File: config.mk
export PLATFORM = sky130hd
export DESIGN_NAME = apu_frame_tx_flat
export DESIGN_NICKNAME = d
export VERILOG_FILES = /design/src/rtl/apu_frame_tx_if.sv /design/src/rtl/apu_frame_tx.sv /design/src/flat_wrapper.sv
export SDC_FILE = /design/constraint.sdc
export NUM_CORES = 1
export LEC_CHECK = 0
export ABC_CLOCK_PERIOD_IN_PS = 2700
export CORE_ASPECT_RATIO = 0.7
export CORE_MARGIN = 3
export CORE_UTILIZATION = 54
export CTS_CLUSTER_SIZE = 20
export DETAILED_ROUTE_END_ITERATION = 8
export PLACE_DENSITY = 0.74
export SLEW_MARGIN = 0
export SYNTH_ARGS = -nofsm -noshare
export SYNTH_HDL_FRONTEND = slang
export SYNTH_SLANG_ARGS = --single-unit
File: constraint.sdc
create_clock -name clk -period 2.7 [get_ports clk]
set_input_delay 0.54 -clock clk [delete_from_list [all_inputs] [get_ports clk]]
set_output_delay 0.54 -clock clk [all_outputs]
set_load 0.02 [all_outputs]
File: src/rtl/apu_frame_tx_if.sv
// Register-write request channel into apu_frame_tx.
// Plain valid/ready handshake carrying one APU register write.
interface apu_frame_tx_if;
   logic       wr_valid;
   logic [4:0] wr_addr;
   logic [7:0] wr_data;
   logic       wr_ready;

   modport master (
      output wr_valid,
      output wr_addr,
      output wr_data,
      input  wr_ready
   );

   modport slave (
      input  wr_valid,
      input  wr_addr,
      input  wr_data,
      output wr_ready
   );
endinterface

File: src/rtl/apu_frame_tx.sv
// Serial frame transmitter: queues APU register writes and sends each one
// as two back-to-back 8N1 bytes, {3'b100, addr} then data.
module apu_frame_tx #(
   parameter int unsigned CLKRATE  = 2_000_000,
   parameter int unsigned BAUDRATE = 9600,
   parameter int unsigned DEPTH    = 4
) (
   input  logic           clk,
   input  logic           reset_n,
   apu_frame_tx_if.slave  wr,
   output logic           busy,
   output logic           tx
);

   localparam int unsigned DIV = CLKRATE / BAUDRATE;
   localparam int unsigned CW  = (DIV > 1) ? $clog2(DIV) : 1;
   localparam int unsigned AW  = $clog2(DEPTH);

   localparam logic [CW-1:0] BIT_END = CW'(DIV - 1);
   localparam logic [AW:0]   FULL    = (AW + 1)'(DEPTH);

   typedef enum logic [1:0] {
      IDLE,
      START,
      DATA,
      STOP
   } state_e;

   state_e        state_q, state_d;
   logic [2:0]    bit_idx_q, bit_idx_d;
   logic          byte_sel_q, byte_sel_d;
   logic [7:0]    shifter_q, shifter_d;
   logic [7:0]    hold_q, hold_d;
   logic [CW-1:0] baud_q, baud_d;
   logic          tx_q, tx_d;
   logic [AW:0]   cnt_q, cnt_d;
   logic [AW-1:0] rd_ptr_q, rd_ptr_d;
   logic [AW-1:0] wr_ptr_q, wr_ptr_d;
   logic [12:0]   mem_q [DEPTH];

   logic        push;
   logic        pop;
   logic        bit_end;
   logic [12:0] head;

   assign wr.wr_ready = (cnt_q != FULL);
   assign push        = wr.wr_valid && wr.wr_ready;
   assign head        = mem_q[rd_ptr_q];
   assign bit_end     = (baud_q == BIT_END);
   assign busy        = (state_q != IDLE) || (cnt_q != '0);
   assign tx          = tx_q;

   always_ff @(posedge clk) begin
      if (push) begin
         mem_q[wr_ptr_q] <= {wr.wr_addr, wr.wr_data};
      end
   end

   always_comb begin
      state_d    = state_q;
      bit_idx_d  = bit_idx_q;
      byte_sel_d = byte_sel_q;
      shifter_d  = shifter_q;
      hold_d     = hold_q;
      baud_d     = baud_q + 1'b1;
      pop        = 1'b0;
      tx_d       = 1'b1;

      unique case (state_q)
         IDLE: begin
            baud_d = '0;
            if (cnt_q != '0) begin
               pop = 1'b1;
            end
         end
         START: begin
            if (bit_end) begin
               state_d   = DATA;
               bit_idx_d = 3'd0;
               baud_d    = '0;
            end
         end
         DATA: begin
            if (bit_end) begin
               baud_d = '0;
               if (bit_idx_q == 3'd7) begin
                  state_d = STOP;
               end else begin
                  shifter_d = shifter_q >> 1;
                  bit_idx_d = bit_idx_q + 3'd1;
               end
            end
         end
         STOP: begin
            if (bit_end) begin
               baud_d = '0;
               if (!byte_sel_q) begin
                  shifter_d  = hold_q;
                  byte_sel_d = 1'b1;
                  state_d    = START;
               end else if (cnt_q != '0) begin
                  pop = 1'b1;
               end else begin
                  state_d = IDLE;
               end
            end
         end
         default: begin
            state_d = IDLE;
            baud_d  = '0;
         end
      endcase

      // Second byte is held aside because the slot may be refilled once popped.
      if (pop) begin
         shifter_d  = {3'b100, head[12:8]};
         hold_d     = head[7:0];
         byte_sel_d = 1'b0;
         state_d    = START;
         baud_d     = '0;
      end

      // tx is registered from next state so it changes on the entry edge.
      unique case (state_d)
         START:   tx_d = 1'b0;
         DATA:    tx_d = shifter_d[0];
         default: tx_d = 1'b1;
      endcase
   end

   always_comb begin
      wr_ptr_d = wr_ptr_q;
      rd_ptr_d = rd_ptr_q;
      cnt_d    = cnt_q;
      if (push) begin
         wr_ptr_d = wr_ptr_q + 1'b1;
      end
      if (pop) begin
         rd_ptr_d = rd_ptr_q + 1'b1;
      end
      case ({push, pop})
         2'b10:   cnt_d = cnt_q + 1'b1;
         2'b01:   cnt_d = cnt_q - 1'b1;
         default: cnt_d = cnt_q;
      endcase
   end

   always_ff @(posedge clk or negedge reset_n) begin
      if (!reset_n) begin
         state_q    <= IDLE;
         bit_idx_q  <= '0;
         byte_sel_q <= 1'b0;
         shifter_q  <= '0;
         hold_q     <= '0;
         baud_q     <= '0;
         tx_q       <= 1'b1;
         cnt_q      <= '0;
         rd_ptr_q   <= '0;
         wr_ptr_q   <= '0;
      end else begin
         state_q    <= state_d;
         bit_idx_q  <= bit_idx_d;
         byte_sel_q <= byte_sel_d;
         shifter_q  <= shifter_d;
         hold_q     <= hold_d;
         baud_q     <= baud_d;
         tx_q       <= tx_d;
         cnt_q      <= cnt_d;
         rd_ptr_q   <= rd_ptr_d;
         wr_ptr_q   <= wr_ptr_d;
      end
   end

endmodule

File: src/flat_wrapper.sv
// flat-port wrapper written by rule: the top's interface ports become plain ports
module apu_frame_tx_flat 
#(
   parameter int unsigned CLKRATE  = 2_000_000,
   parameter int unsigned BAUDRATE = 9600,
   parameter int unsigned DEPTH    = 4
)
  (clk, reset_n, busy, tx, wr_wr_valid, wr_wr_addr, wr_wr_data, wr_wr_ready);
  apu_frame_tx_if wr_i ();
  input  logic clk;
  input  logic reset_n;
  output logic busy;
  output logic tx;
  input wire logic [$bits(wr_i.wr_valid)-1:0] wr_wr_valid;
  input wire logic [$bits(wr_i.wr_addr)-1:0] wr_wr_addr;
  input wire logic [$bits(wr_i.wr_data)-1:0] wr_wr_data;
  output wire logic [$bits(wr_i.wr_ready)-1:0] wr_wr_ready;
  assign wr_i.wr_valid = wr_wr_valid;
  assign wr_i.wr_addr = wr_wr_addr;
  assign wr_i.wr_data = wr_wr_data;
  assign wr_wr_ready = wr_i.wr_ready;
  apu_frame_tx #(.CLKRATE(CLKRATE), .BAUDRATE(BAUDRATE), .DEPTH(DEPTH)) u_core (.clk(clk), .reset_n(reset_n), .wr(wr_i), .busy(busy), .tx(tx));
endmodule
==> results.cfg, run 1 <==
[logic_synthesis]
syn-num-nets = 310
synthSimpleGateAreaFrac_pct = 11.2
share_of_the_yosys_chip_area_belonging_to_registers_pct = 64.0
post_synth_xor_area_fraction_pct = 2.68
area_share_of_the_largest_cell_type_after_synthesis_pct = 39.8
synth_compound_area_share_pct = 6.60
syn_area_per_cell_um2 = 14.0
post_synth_mux_area_share_pct = 7.71
area_share_of_fa_ha_maj_cells_after_synthesis_pct = 4.65
post_synth_instance_area_um2 = 3930
yosys_register_bits = 90
synth_top_area_cell = sky130_fd_sc_hd__edfxtp_1
synthesis.instances = 280
yosys_warnings = 0
ys_top_cells_by_area = sky130_fd_sc_hd__edfxtp_1, sky130_fd_sc_hd__dfrtp_1, sky130_fd_sc_hd__mux4_2, sky130_fd_sc_hd__ha_1, sky130_fd_sc_hd__nand2_1
largest_family_of_logic_cells_by_synthesized_area = simple AND/OR/NAND/NOR gates
yosys.cell_types.count = 45

[timing]
post-route-worst-setup-slack_ns = 0.127
max_slew.worst_pin.slew_ns = 0.852
rsz0062_at_grt = no
final-hold-violation-count = 0
worst_clock_skew_ns = 0.00766
achievable-frequency_ghz = 0.389
slew_headroom_pct = 43.2
final.period_utilization_pct = 95.3
final_max_slew_viol_count = 0
tns_ns = 0
period_minus_slack_ns = 2.57
final-setup-viol-count = 0

[cts]
cts.root.buffer_cell = sky130_fd_sc_hd__clkbuf_8
clkTransAtPathRegs_ns = 0.08
cts_post_setup_buffers_inserted = 0
clk_latency_ns = 0.34
clock_sink_count = 90
cts_buffers = 9
post_cts.resized_instances = 0
tritoncts = done
cts_htree_levels = 3
ctsHoldBuffers = 0
number_of_buffers_on_the_longest_clock_path = 2

[global_route]
grt_start_max_net_pins = 39
grt_first_pass_wirelength_um = 11400
vias_in_the_first_global_route = 2260
antenna_found_initial = 0
grt.overflow.total = 0
tot_gr_track_use_pct = 17.8

[floorplanning]
dieHeight_um = 77.3
dieArea_um2 = 8350
design.portCount = 19
row_count = 25
floorplan.die.width_um = 108
initial_utilization_pct = 56.8
placeable_area_um2 = 6910

[placement]
gpl.final_weighted_congestion = 0.849
post_dp_hpwl_um = 4570
port_buffers = 18
dp_slack_ns = 0.316

[critical_path]
worst-endpoint-arrival_ns = 2.03
worst_r2r_endpoint = u_core.cnt_q[2]
critPathCaptureType = primary output
worst-r2r-setup-slack_ns = 0.35
r2r.worst_path.cells = 11
critical_path_class = reg -> out
worst_setup_path_start_kind = flop
required_ns = 2.16
critical_path.reg2reg.startpoint = u_core.state_q[1]
worst-path-max-fanout = 4

[layout]
most_frequent_standard_cell_in_the_layout_excluding_fill_and_tap_cells = sky130_fd_sc_hd__edfxtp_1
num_antenna_cells = 0
post_route_cells_drive_above_1_share_pct = 13.8
layout.cells.most_common_list = sky130_fd_sc_hd__edfxtp_1, sky130_fd_sc_hd__nand2_1, sky130_fd_sc_hd__dfrtp_1
fin_nets = 336
syn_to_final_growth_pct = 13.2

[routing]
wl_um = 6590
dr_total_vias = 2277
drt_pre_antenna_iters = 4
dr.first_iter.drc_count = 112
route.antenna.remaining_nets = 0
via_per_inst = 5.62
detail_route.wl_per_cell_um = 16.3
drt_drc_violations_left = 0

[power_and_ir_drop]
leakage_nw = 1.73
peakVddDrop_mv = 0.337
design_power_total_w = 0.00317
cellPowerDensity_nw_per_um2 = 714

[job]
maxCapViolations = 0

[worst_hold_path]
worstHoldPathType = in -> async

[status]
status = completed
-- cells in the mapped netlist (all sizes together) --
cell,instances
a2111oi,1
a211o,1
a211oi,3
a21oi,3
a221oi,5
a22oi,3
a311oi,1
a32o,1
a32oi,2
and2,1
and3,5
buf,8
clkbuf,3
dfrtp,37
dfstp,1
edfxtp,52
fa,1
ha,13
inv,14
mux2i,1
mux4,13
nand2,41
nand2b,1
nand3,5
nand4,1
nand4bb,1
nor2,26
nor2b,2
nor3,4
nor4,1
nor4b,1
o211ai,1
o21ai,7
o221ai,1
o31ai,5
or2,2
xnor2,8
xor2,4
-- metal layers --
metal / global-route usage, % / vias to the layer above / part of all wire (%)
li1: - / 1075 / -
met3: 4.82 / 10 / 4.1
met1: 25.9 / 1148 / 50
met5: 0 / - / 0
met2: 26.2 / 44 / 45
met4: 5.67 / 0 / 1.3
-- worst max-delay path by stage --
stage	startpoint	endpoint	slack, ns	cells after the start
6_report	u_core.cnt_q[0]	busy	0.13	3
5_1_grt	u_core.cnt_q[0]	busy	0.07	3
4_1_cts	u_core.cnt_q[0]	busy	0.13	3
3_5_place_dp	wr_wr_valid	u_core.cnt_q[2]	0.32	9
3_3_place_gp	wr_wr_valid	u_core.cnt_q[2]	0.39	9
2_1_floorplan	u_core.state_q[1]	u_core.cnt_q[2]	0.12	13
-- metrics by stage --
stage	util, %	std cells	hold WS, ns	cell area [um^2]
after floorplan	-	280	0.244	3930
after global placement	60.9	389	0.444	4210
after detailed placement	60.9	389	0.457	4210
after CTS	64.3	405	0.309	4440
after global routing	64.3	405	0.348	4440
final	64.3	405	0.297	4440
-- sequential cells by signal (all words and copies together) (netlist names) --
register and flops:
u_core.byte_sel_q 1, u_core.bit_idx_q 3, u_core.cnt_q 3, u_core.hold_q 8
u_core.state_q 2, u_core.mem_q 52, u_core.wr_ptr_q 2, u_core.tx 1
u_core.baud_q 8, u_core.rd_ptr_q 2, u_core.shifter_q 8
-- layout make-up --
cell class | instances | area [um^2]
well taps | 94 | 118
repair buffers | 26 | 235
fillers | 508 | 2470
multi-input cells | 165 | 1290
inverters | 14 | 52.6
clock inverters | 5 | 104
clock buffers | 11 | 131
flip-flops and latches | 90 | 2510
-- kinds of logic (layout without fill, tap and decap cells) --
logic type	Yosys count	count (layout)
AND/OR/NAND/NOR	91	91
AO/OA/AOI/OAI	34	34
buffers and inverters	25	56
adder cells (fa/ha/maj)	14	14
XOR/XNOR	12	12
multiplexers	14	14
flip-flops	90	90
-- power by group --
part	switching, W	internal (W)
Sequential	0.0000633	0.00167
Clock	0.000431	0.000616
Combinational	0.000231	0.000166
Total	0.000726	0.00245
-- critical path, stage by stage (launching register included) --
cell and delay (ns):
sky130_fd_sc_hd__dfrtp_1 0.41, sky130_fd_sc_hd__nor3_1 0.59, sky130_fd_sc_hd__nand2_1 0.12, sky130_fd_sc_hd__clkdlybuf4s50_1 0.57
No activity file was read; power rests on OpenSTA's default activity.
==> run 2, diff against run 1 <==
--- a/config.mk
+++ b/config.mk
@@ -5,13 +5,13 @@
 export SDC_FILE = /design/constraint.sdc
 export NUM_CORES = 1
 export LEC_CHECK = 0
-export ABC_CLOCK_PERIOD_IN_PS = 2700
+export ABC_CLOCK_PERIOD_IN_PS = 3350
 export CORE_ASPECT_RATIO = 0.7
 export CORE_MARGIN = 3
-export CORE_UTILIZATION = 54
+export CORE_UTILIZATION = 64
 export CTS_CLUSTER_SIZE = 20
 export DETAILED_ROUTE_END_ITERATION = 8
-export PLACE_DENSITY = 0.74
+export PLACE_DENSITY = 0.83
 export SLEW_MARGIN = 0
 export SYNTH_ARGS = -nofsm -noshare
 export SYNTH_HDL_FRONTEND = slang
==> constraint.sdc (replaced) <==
create_clock -name clk -period 3.35 [get_ports clk]
set_input_delay 0.67 -clock clk [delete_from_list [all_inputs] [get_ports clk]]
set_output_delay 0.67 -clock clk [all_outputs]
set_load 0.02 [all_outputs]
==> results.cfg, run 2 (synthesis results as in run 1) <==
[timing]
tns_ns = 0
hold_ws_ns = 0.402
post-route-worst-setup-slack_ns = 0.497
slew_headroom_pct = 37.5
final-hold-violation-count = 0
final.period_utilization_pct = 85.2
final-setup-viol-count = 0
period_minus_slack_ns = 2.85
rsz0062_at_grt = no
final_max_slew_viol_count = 0
worst_clock_skew_ns = 0.00805
max_slew.worst_pin.slew_ns = 0.937
achievable-frequency_ghz = 0.351

[placement]
gpl.final_weighted_congestion = 0.878
port_buffers = 18
post_dp_hpwl_um = 4580
dp_slack_ns = 0.536
place_area_um2 = 4130

[routing]
detail_route.wl_per_cell_um = 17.5
drt_drc_violations_left = 0
dr_total_vias = 2213
drt_pre_antenna_iters = 4
via_per_inst = 5.84
wl_um = 6620
route.antenna.remaining_nets = 0
dr.first_iter.drc_count = 123

[layout]
most_frequent_standard_cell_in_the_layout_excluding_fill_and_tap_cells = sky130_fd_sc_hd__edfxtp_1
num_antenna_cells = 0
post_route_cells_drive_above_1_share_pct = 12.2
largest_reg_by_ff_count = u_core.mem_q
fin_nets = 329
fin_area_um2 = 4330
layout.cells.most_common_list = sky130_fd_sc_hd__edfxtp_1, sky130_fd_sc_hd__nand2_1, sky130_fd_sc_hd__dfrtp_1
largest_register_ffs = 52
syn_to_final_growth_pct = 10.2

[critical_path]
path_delay_family = adder cells
worst_setup_path_start_kind = flop
critical_path_class = reg -> reg
critPathCaptureType = flop
worst-endpoint-arrival_ns = 3.14
critical-path-slowest-cell = sky130_fd_sc_hd__dfrtp_1
cp_cell_sequence = ha_1 -> nand2_1 -> o31ai_1 -> nand2_1 -> inv_1 -> ha_1 -> inv_1 -> fa_1 -> xor2_1 -> nor2_1 -> xor2_1
worst-path-max-fanout = 14
required_ns = 3.64
worstPathBufferInverterCount = 2
crit_path_max_incr_delay_ns = 0.46

[power_and_ir_drop]
leakage_nw = 1.66
peakVddDrop_mv = 0.641
cellPowerDensity_nw_per_um2 = 557

[cts]
clock_sink_count = 90
clkTransAtPathRegs_ns = 0.08
ctsHoldBuffers = 0
cts.root.buffer_cell = sky130_fd_sc_hd__clkbuf_8
post_cts.resized_instances = 0
cts_post_setup_buffers_inserted = 0
clk_latency_ns = 0.36
number_of_buffers_on_the_longest_clock_path = 2
cts_buffers = 9
cts_htree_levels = 3
tritoncts = done

[floorplanning]
row_count = 23
floorplan.die.width_um = 99.6
dieArea_um2 = 7130
placeable_area_um2 = 5840
design.portCount = 19
dieHeight_um = 71.5
initial_utilization_pct = 67.2

[global_route]
vias_in_the_first_global_route = 2313
grt.overflow.total = 0
antenna_found_initial = 0
grt_start_max_net_pins = 39
grt_first_pass_wirelength_um = 11300
tot_gr_track_use_pct = 21.1

[status]
status = completed

[worst_hold_path]
worstHoldPathType = in -> async

[job]
maxCapViolations = 0
-- run 2: changes by cell type in the layout (fill, tap and decap cells not counted) --
cell	before	now
sky130_fd_sc_hd__buf_4	8	1
sky130_fd_sc_hd__bufinv_16	3	1
sky130_fd_sc_hd__clkbuf_1	2	1
sky130_fd_sc_hd__clkinv_4	1	0
sky130_fd_sc_hd__clkinvlp_4	0	3
sky130_fd_sc_hd__inv_6	0	1
-- run 2: final timing paths --
path / startpoint / slack (ns) / to / depth (start not counted)
worst max-delay path: u_core.state_q[1] / 0.50 / u_core.cnt_q[2] / 11
worst min-delay path: reset_n / 0.40 / u_core.bit_idx_q[0] / 1
worst max register to register: u_core.state_q[1] / 0.50 / u_core.cnt_q[2] / 11
worst min register to register: u_core.hold_q[2] / 0.49 / u_core.hold_q[2] / 2
max in group asynchronous: reset_n / 2.41 / u_core.shifter_q[7] / 1
min in group clk: u_core.hold_q[2] / 0.49 / u_core.hold_q[2] / 2
-- run 2: through the flow --
step | std cells | utilization (%) | power [W]
floorplan | 280 | - | 0.00160
detailed placement | 363 | 70.7 | 0.00173
global placement | 363 | 70.7 | 0.00170
CTS | 379 | 74.1 | 0.00244
global route | 379 | 74.1 | 0.00253
finish | 379 | 74.1 | 0.00241
-- run 2: layout make-up --
cell class	instances	area, um^2
Inverter	14	52.6
Fill cell	362	1520
Multi-Input combinational cell	165	1290
Sequential cell	90	2510
Clock buffer	10	128
Tap cell	75	93.8
Timing Repair Buffer	19	183
Clock inverter	6	66.3
-- run 2: per-layer routing --
metal / vias to the layer above / track usage, % / wire length [um] / share of wire [%]
met2: 50 / 32.6 / 3130 / 47
met1: 1101 / 30.0 / 3040 / 46
met5: - / 0 / 0 / 0
li1: 1054 / - / - / -
met4: 0 / 6.82 / 97 / 1.5
met3: 8 / 5.64 / 349 / 5.3
-- run 2: report_power, final --
part	total (W)	switching, W	leakage (nW)	internal, W
Combinational	0.000306	0.000185	0.638	0.000120
Clock	0.000711	0.000365	0.0889	0.000346
Sequential	0.00139	0.0000496	0.937	0.00135
